$ cat config.mk
export PLATFORM = sky130hd
export DESIGN_NAME = ifetch_ctrl_flat
export DESIGN_NICKNAME = d
export VERILOG_FILES = /design/src/rtl/ifetch_ctrl_if.sv /design/src/rtl/ifetch_ctrl.sv /design/src/flat_wrapper.sv
export SDC_FILE = /design/constraint.sdc
export NUM_CORES = 1
export LEC_CHECK = 0
export ABC_CLOCK_PERIOD_IN_PS = 3220
export CORE_MARGIN = 2
export CORE_UTILIZATION = 49
export CTS_BUF_LIST = sky130_fd_sc_hd__clkbuf_8 sky130_fd_sc_hd__clkbuf_16
export CTS_CLUSTER_SIZE = 16
export DETAILED_ROUTE_END_ITERATION = 16
export GPL_TIMING_DRIVEN = 0
export PLACE_DENSITY = 0.77
export REMOVE_ABC_BUFFERS = 1
export SYNTH_ARGS = -nofsm -noshare
export SYNTH_HDL_FRONTEND = slang
export SYNTH_SLANG_ARGS = --single-unit
$ cat constraint.sdc
create_clock -name i_clk -period 3.22 [get_ports i_clk]
set_input_delay 0.644 -clock i_clk [delete_from_list [all_inputs] [get_ports i_clk]]
set_output_delay 0.644 -clock i_clk [all_outputs]
set_load 0.02 [all_outputs]
$ cat src/rtl/ifetch_ctrl_if.sv
// Fetch-side bundle: instruction memory port, decode handshake, control strobes.
// The fetch controller is the master; the core/memory side is the slave.
interface ifetch_ctrl_if;
    logic        start;
    logic [7:0]  imem_addr;
    logic [15:0] imem_data;
    logic        redirect;
    logic [7:0]  redirect_pc;
    logic [15:0] instr;
    logic [7:0]  instr_pc;
    logic        instr_valid;
    logic        instr_ready;
    logic        halted;

    modport master (
        input  start, imem_data, redirect, redirect_pc, instr_ready,
        output imem_addr, instr, instr_pc, instr_valid, halted
    );

    modport slave (
        output start, imem_data, redirect, redirect_pc, instr_ready,
        input  imem_addr, instr, instr_pc, instr_valid, halted
    );
endinterface

$ cat src/rtl/ifetch_ctrl.sv
// Instruction-fetch sequencer: owns the PC, fetches from a combinational IMEM into a
// small circular queue toward decode, handles branch redirects and halt on zero word.
module ifetch_ctrl #(
    parameter logic [7:0] RESET_PC     = 8'h00,
    parameter int         FQ_DEPTH     = 2,
    parameter bit         HALT_ON_ZERO = 1'b1
) (
    input  logic          i_clk,
    input  logic          i_rst,
    ifetch_ctrl_if.master bus
);
    localparam int PTR_W = (FQ_DEPTH > 2) ? 2 : 1;
    localparam int CNT_W = (FQ_DEPTH > 3) ? 3 : 2;
    localparam logic [PTR_W-1:0] PTR_LAST = PTR_W'(FQ_DEPTH - 1);
    localparam logic [CNT_W-1:0] CNT_FULL = CNT_W'(FQ_DEPTH);

    localparam logic [1:0] S_IDLE = 2'd0;
    localparam logic [1:0] S_RUN  = 2'd1;
    localparam logic [1:0] S_HALT = 2'd2;

    logic [1:0]       r_state;
    logic [7:0]       r_pc;
    logic [15:0]      r_q_instr [FQ_DEPTH];
    logic [7:0]       r_q_pc    [FQ_DEPTH];
    logic [PTR_W-1:0] r_head;
    logic [PTR_W-1:0] r_tail;
    logic [CNT_W-1:0] r_count;

    logic w_valid;
    logic w_pop;
    logic w_zero;
    logic w_can_fetch;
    logic w_push;
    logic w_halt_go;

    function automatic logic [PTR_W-1:0] f_next(input logic [PTR_W-1:0] p);
        return (p == PTR_LAST) ? '0 : p + 1'b1;
    endfunction

    assign w_valid     = (r_count != '0);
    assign w_pop       = w_valid & bus.instr_ready;
    assign w_zero      = HALT_ON_ZERO && (bus.imem_data == 16'h0000);
    // A fetch slot exists when the queue has room or the head leaves this same edge.
    assign w_can_fetch = (r_state == S_RUN) && !bus.redirect && ((r_count != CNT_FULL) || w_pop);
    assign w_push      = w_can_fetch && !w_zero;
    assign w_halt_go   = w_can_fetch && w_zero;

    always_ff @(posedge i_clk or posedge i_rst) begin
        if (i_rst) begin
            r_state <= S_IDLE;
            r_pc    <= RESET_PC & 8'hFE;
            r_head  <= '0;
            r_tail  <= '0;
            r_count <= '0;
        end else if (bus.redirect) begin
            // Redirect flushes everything, including an entry popped this same edge.
            r_pc    <= bus.redirect_pc & 8'hFE;
            r_head  <= '0;
            r_tail  <= '0;
            r_count <= '0;
            if (r_state != S_IDLE) r_state <= S_RUN;
        end else begin
            if (r_state == S_IDLE && bus.start) r_state <= S_RUN;
            if (w_halt_go) r_state <= S_HALT;
            if (w_push) begin
                r_pc   <= r_pc + 8'd2;
                r_tail <= f_next(r_tail);
            end
            if (w_pop) r_head <= f_next(r_head);
            if (w_push && !w_pop)      r_count <= r_count + 1'b1;
            else if (!w_push && w_pop) r_count <= r_count - 1'b1;
        end
    end

    always_ff @(posedge i_clk) begin
        if (w_push) begin
            r_q_instr[r_tail] <= bus.imem_data;
            r_q_pc[r_tail]    <= r_pc;
        end
    end

    assign bus.imem_addr   = r_pc;
    assign bus.instr_valid = w_valid;
    assign bus.instr       = w_valid ? r_q_instr[r_head] : 16'h0000;
    assign bus.instr_pc    = w_valid ? r_q_pc[r_head] : 8'h00;
    assign bus.halted      = (r_state == S_HALT);
endmodule

$ cat src/flat_wrapper.sv
// flat-port wrapper written by rule: the top's interface ports become plain ports
module ifetch_ctrl_flat 
#(
    parameter logic [7:0] RESET_PC     = 8'h00,
    parameter int         FQ_DEPTH     = 2,
    parameter bit         HALT_ON_ZERO = 1'b1
)
  (i_clk, i_rst, bus_start, bus_imem_data, bus_redirect, bus_redirect_pc, bus_instr_ready, bus_imem_addr, bus_instr, bus_instr_pc, bus_instr_valid, bus_halted);
  ifetch_ctrl_if bus_i ();
  input  logic i_clk;
  input  logic i_rst;
  input wire logic [$bits(bus_i.start)-1:0] bus_start;
  input wire logic [$bits(bus_i.imem_data)-1:0] bus_imem_data;
  input wire logic [$bits(bus_i.redirect)-1:0] bus_redirect;
  input wire logic [$bits(bus_i.redirect_pc)-1:0] bus_redirect_pc;
  input wire logic [$bits(bus_i.instr_ready)-1:0] bus_instr_ready;
  output wire logic [$bits(bus_i.imem_addr)-1:0] bus_imem_addr;
  output wire logic [$bits(bus_i.instr)-1:0] bus_instr;
  output wire logic [$bits(bus_i.instr_pc)-1:0] bus_instr_pc;
  output wire logic [$bits(bus_i.instr_valid)-1:0] bus_instr_valid;
  output wire logic [$bits(bus_i.halted)-1:0] bus_halted;
  assign bus_i.start = bus_start;
  assign bus_i.imem_data = bus_imem_data;
  assign bus_i.redirect = bus_redirect;
  assign bus_i.redirect_pc = bus_redirect_pc;
  assign bus_i.instr_ready = bus_instr_ready;
  assign bus_imem_addr = bus_i.imem_addr;
  assign bus_instr = bus_i.instr;
  assign bus_instr_pc = bus_i.instr_pc;
  assign bus_instr_valid = bus_i.instr_valid;
  assign bus_halted = bus_i.halted;
  ifetch_ctrl #(.RESET_PC(RESET_PC), .FQ_DEPTH(FQ_DEPTH), .HALT_ON_ZERO(HALT_ON_ZERO)) u_core (.i_clk(i_clk), .i_rst(i_rst), .bus(bus_i));
endmodule
==> results.cfg <==
[synth]
avgSynthCellArea_um2 = 13.68
yosysSeqAreaShare_pct = 66.70
synth_edf_count = 46
post_synth_instance_area_um2 = 2559
ys_seq_elements = 59
synth-async-reset-ratio_pct = 22.03
ys.flop_type = edfxtp_1
ys_warn_count = 0
postSynthCellCount = 187
synth_cell_types = 41

[pwr]
ir_drop_v = 0.0003509
finalPower_uw = 1935
powerDensity_nw_per_um2 = 566.4
p_int_uw = 1436
p_sw_share_pct = 25.81
p_leak_uw = 0.001223
power_frac_comb_pct = 17.6
p_sw_uw = 499.3
power.share.clock_pct = 33.4
power_frac_seq_pct = 49.0

[routing]
drc = 0
vias = 1638
ant_nets = 0
viasPerCell = 5.040
routed_wl_mm = 4.922
drt_iter0_drc = 78
first_pass_iters = 4
wl_per_cell_um = 15.14

[layout]
layoutNonFillerInstCount = 325
final_core_util_pct = 67.31
fillers = 390
fin_nets = 280
drive_gt1_share_pct = 11.76
n_antenna_cell = 0
area_delta_synth_final_pct = 33.50

[global_route]
antenna_found_initial = 0
grt_pass1_wl_mm = 8.073
grt_max_degree = 25
grt_pass1_vias = 1659
grt_usage_pct = 18.24
grt.overflow.total = 0

[critical_path]
required_ns = 3.26
critPathArrivalTime_ns = 2.83
critPathKind = in -> reg
reg2regPathDepth = 5
worst_setup_path_start_kind = input port
critPathCaptureType = flip-flop
cp_max_fo = 17

[cts]
cts-htree-levels = 3
clk_latency_ns = 0.33
cts_tree = yes
post-cts-setup-buffer-count = 0
cts_buffers = 9
clock_sinks = 59
clockBufferDepth = 2
clkTransAtPathRegs_ns = 0.07
cts_root_buf = clkbuf_8

[timing]
finalCriticalPeriod_ns = 2.792
setup_viol = 0
fmax_mhz = 358.2
layout_setup_ws_ns = 0.4282
whs_ns = 0.5003
finalMaxSlewViolations = 0
rsz0062_at_grt = false
worst_pin_slew_ns = 0.7231
skew_ns = 0.003952
hold_viol = 0
fin_crit_sh_pct = 86.70
relSlewSlack_pct = 51.80

[die]
die_w_um = 76.26
rows = 26
dieArea_um2 = 5816
pin_count = 63
die_h_um = 76.26
initial_utilization_pct = 50.42
coreArea_um2 = 5075

[worst_hold_path]
hold_path_class = reg -> reg
hold_path_depth = 0

[placement]
gp_congestion = 0.7524
place_worst_setup_slack_ns = 0.07233
place_hpwl_mm = 3.266
place_inst = 309
port_buffers = 59

[run_status]
status = completed

[run]
cap_violations = 0
-- critical path, stage by stage --
cell	delay [ns]
clkdlybuf4s50_1	0.71
nor2_1	0.30
o211a_1	0.29
nand2_2	0.17
nor2_2	0.49
buf_16	0.22
-- synth_stat cells, drive strengths merged, types with 2 or more instances --
cell type  instances  area share (%)
and3               2            0.54
nand3              4            0.78
clkbuf             4            0.59
inv                8             1.2
nor4               4             2.3
nor3b              2            0.59
a31oi              2            0.49
a21oi              4            0.78
edfxtp            46              54
nor2              37             5.4
buf                6             1.9
xnor2              2            0.68
nand4              2            0.73
a221o              3             1.2
nand2              4            0.68
dfrtp             13              13
o21ai              4            0.93
mux2i             24             9.4
-- metal layers --
layer  part of all wire [%]  track usage, %  routed length (um)  up-vias
met4                    1.8           8.727                  87        0
li1                       -               -                   -      805
met1                     45           23.28                2230      775
met2                     49           29.73                2399       50
met5                      0               0                   0        -
met3                    4.2           4.028                 205        8
-- stage by stage --
step,area [um^2],setup TNS (ns)
6_report,3416,0
5_1_grt,3416,0
4_1_cts,3416,0
3_5_place_dp,3222,0
3_3_place_gp,3178,-19.88
2_1_floorplan,2500,0
-- kinds of logic after synthesis --
kind of cell	share of synthesized area [%]
other	0.1466
buffers and inverters	3.618
multiplexers	9.975
AND/OR/NAND/NOR	12.32
XOR/XNOR	1.027
adder cells (fa/ha/maj)	0.4889
AO/OA/AOI/OAI	5.722
flip-flops	66.70
-- sequential cells by signal, summed over array words and instances, names as in the netlist --
signal	cells
u_core.r_q_pc	14
u_core.r_state	2
u_core.r_q_instr	32
u_core.r_head	1
u_core.r_tail	1
u_core.r_count	2
u_core.bus.imem_addr	7
-- layout make-up --
| type | count | area (um^2) | share of cell area (%) |
|---|---|---|---|
| flip-flops and latches | 59 | 1708 | 50.00 |
| repair buffers | 61 | 629.4 | 18.42 |
| clock inverters | 6 | 55.05 | 1.612 |
| multi-input cells | 111 | 768.2 | 22.49 |
| well taps | 70 | 87.58 | 2.564 |
| inverters | 8 | 30.03 | 0.8791 |
| clock buffers | 10 | 137.6 | 4.029 |
-- repair_timing --
item / CTS / global route
setup endpoints to repair: 2 / 0
resized for setup: 1 / 0
hold buffers: 0 / 0
-- worst paths after layout --
| path | from | end | slack, ns |
|---|---|---|---|
| max | bus_redirect | u_core.r_q_instr[0][2] | 0.43 |
| min | u_core.bus.imem_addr[7] | u_core.r_q_pc[1][7] | 0.50 |
| max reg2reg | u_core.r_state[1] | u_core.r_q_instr[0][2] | 1.17 |
| min reg2reg | u_core.bus.imem_addr[7] | u_core.r_q_pc[1][7] | 0.50 |
| max in group asynchronous | i_rst | u_core.r_head | 2.18 |
| min in group asynchronous | i_rst | u_core.bus.imem_addr[7] | 0.66 |
-- cell usage in the layout (no fill, tap or decap), types with 4 or more instances in the layout --
cell,n
dfrtp_1,12
inv_1,8
edfxtp_1,46
nand3_1,4
a21oi_1,4
clkdlybuf4s50_1,59
mux2i_1,24
nor2_1,35
clkbuf_8,10
-- power by group through the flow --
| stage | combinational [uW] | sequential (uW) | clock, uW |
|---|---|---|---|
| floorplan | 158 | 968 | 0 |
| global placement | 326 | 962 | 0 |
| detailed placement | 344 | 963 | 0 |
| CTS | 344 | 949 | 657 |
| global route | 366 | 957 | 687 |
| finish | 340 | 948 | 647 |
No activity file was read; power rests on OpenSTA's default activity.
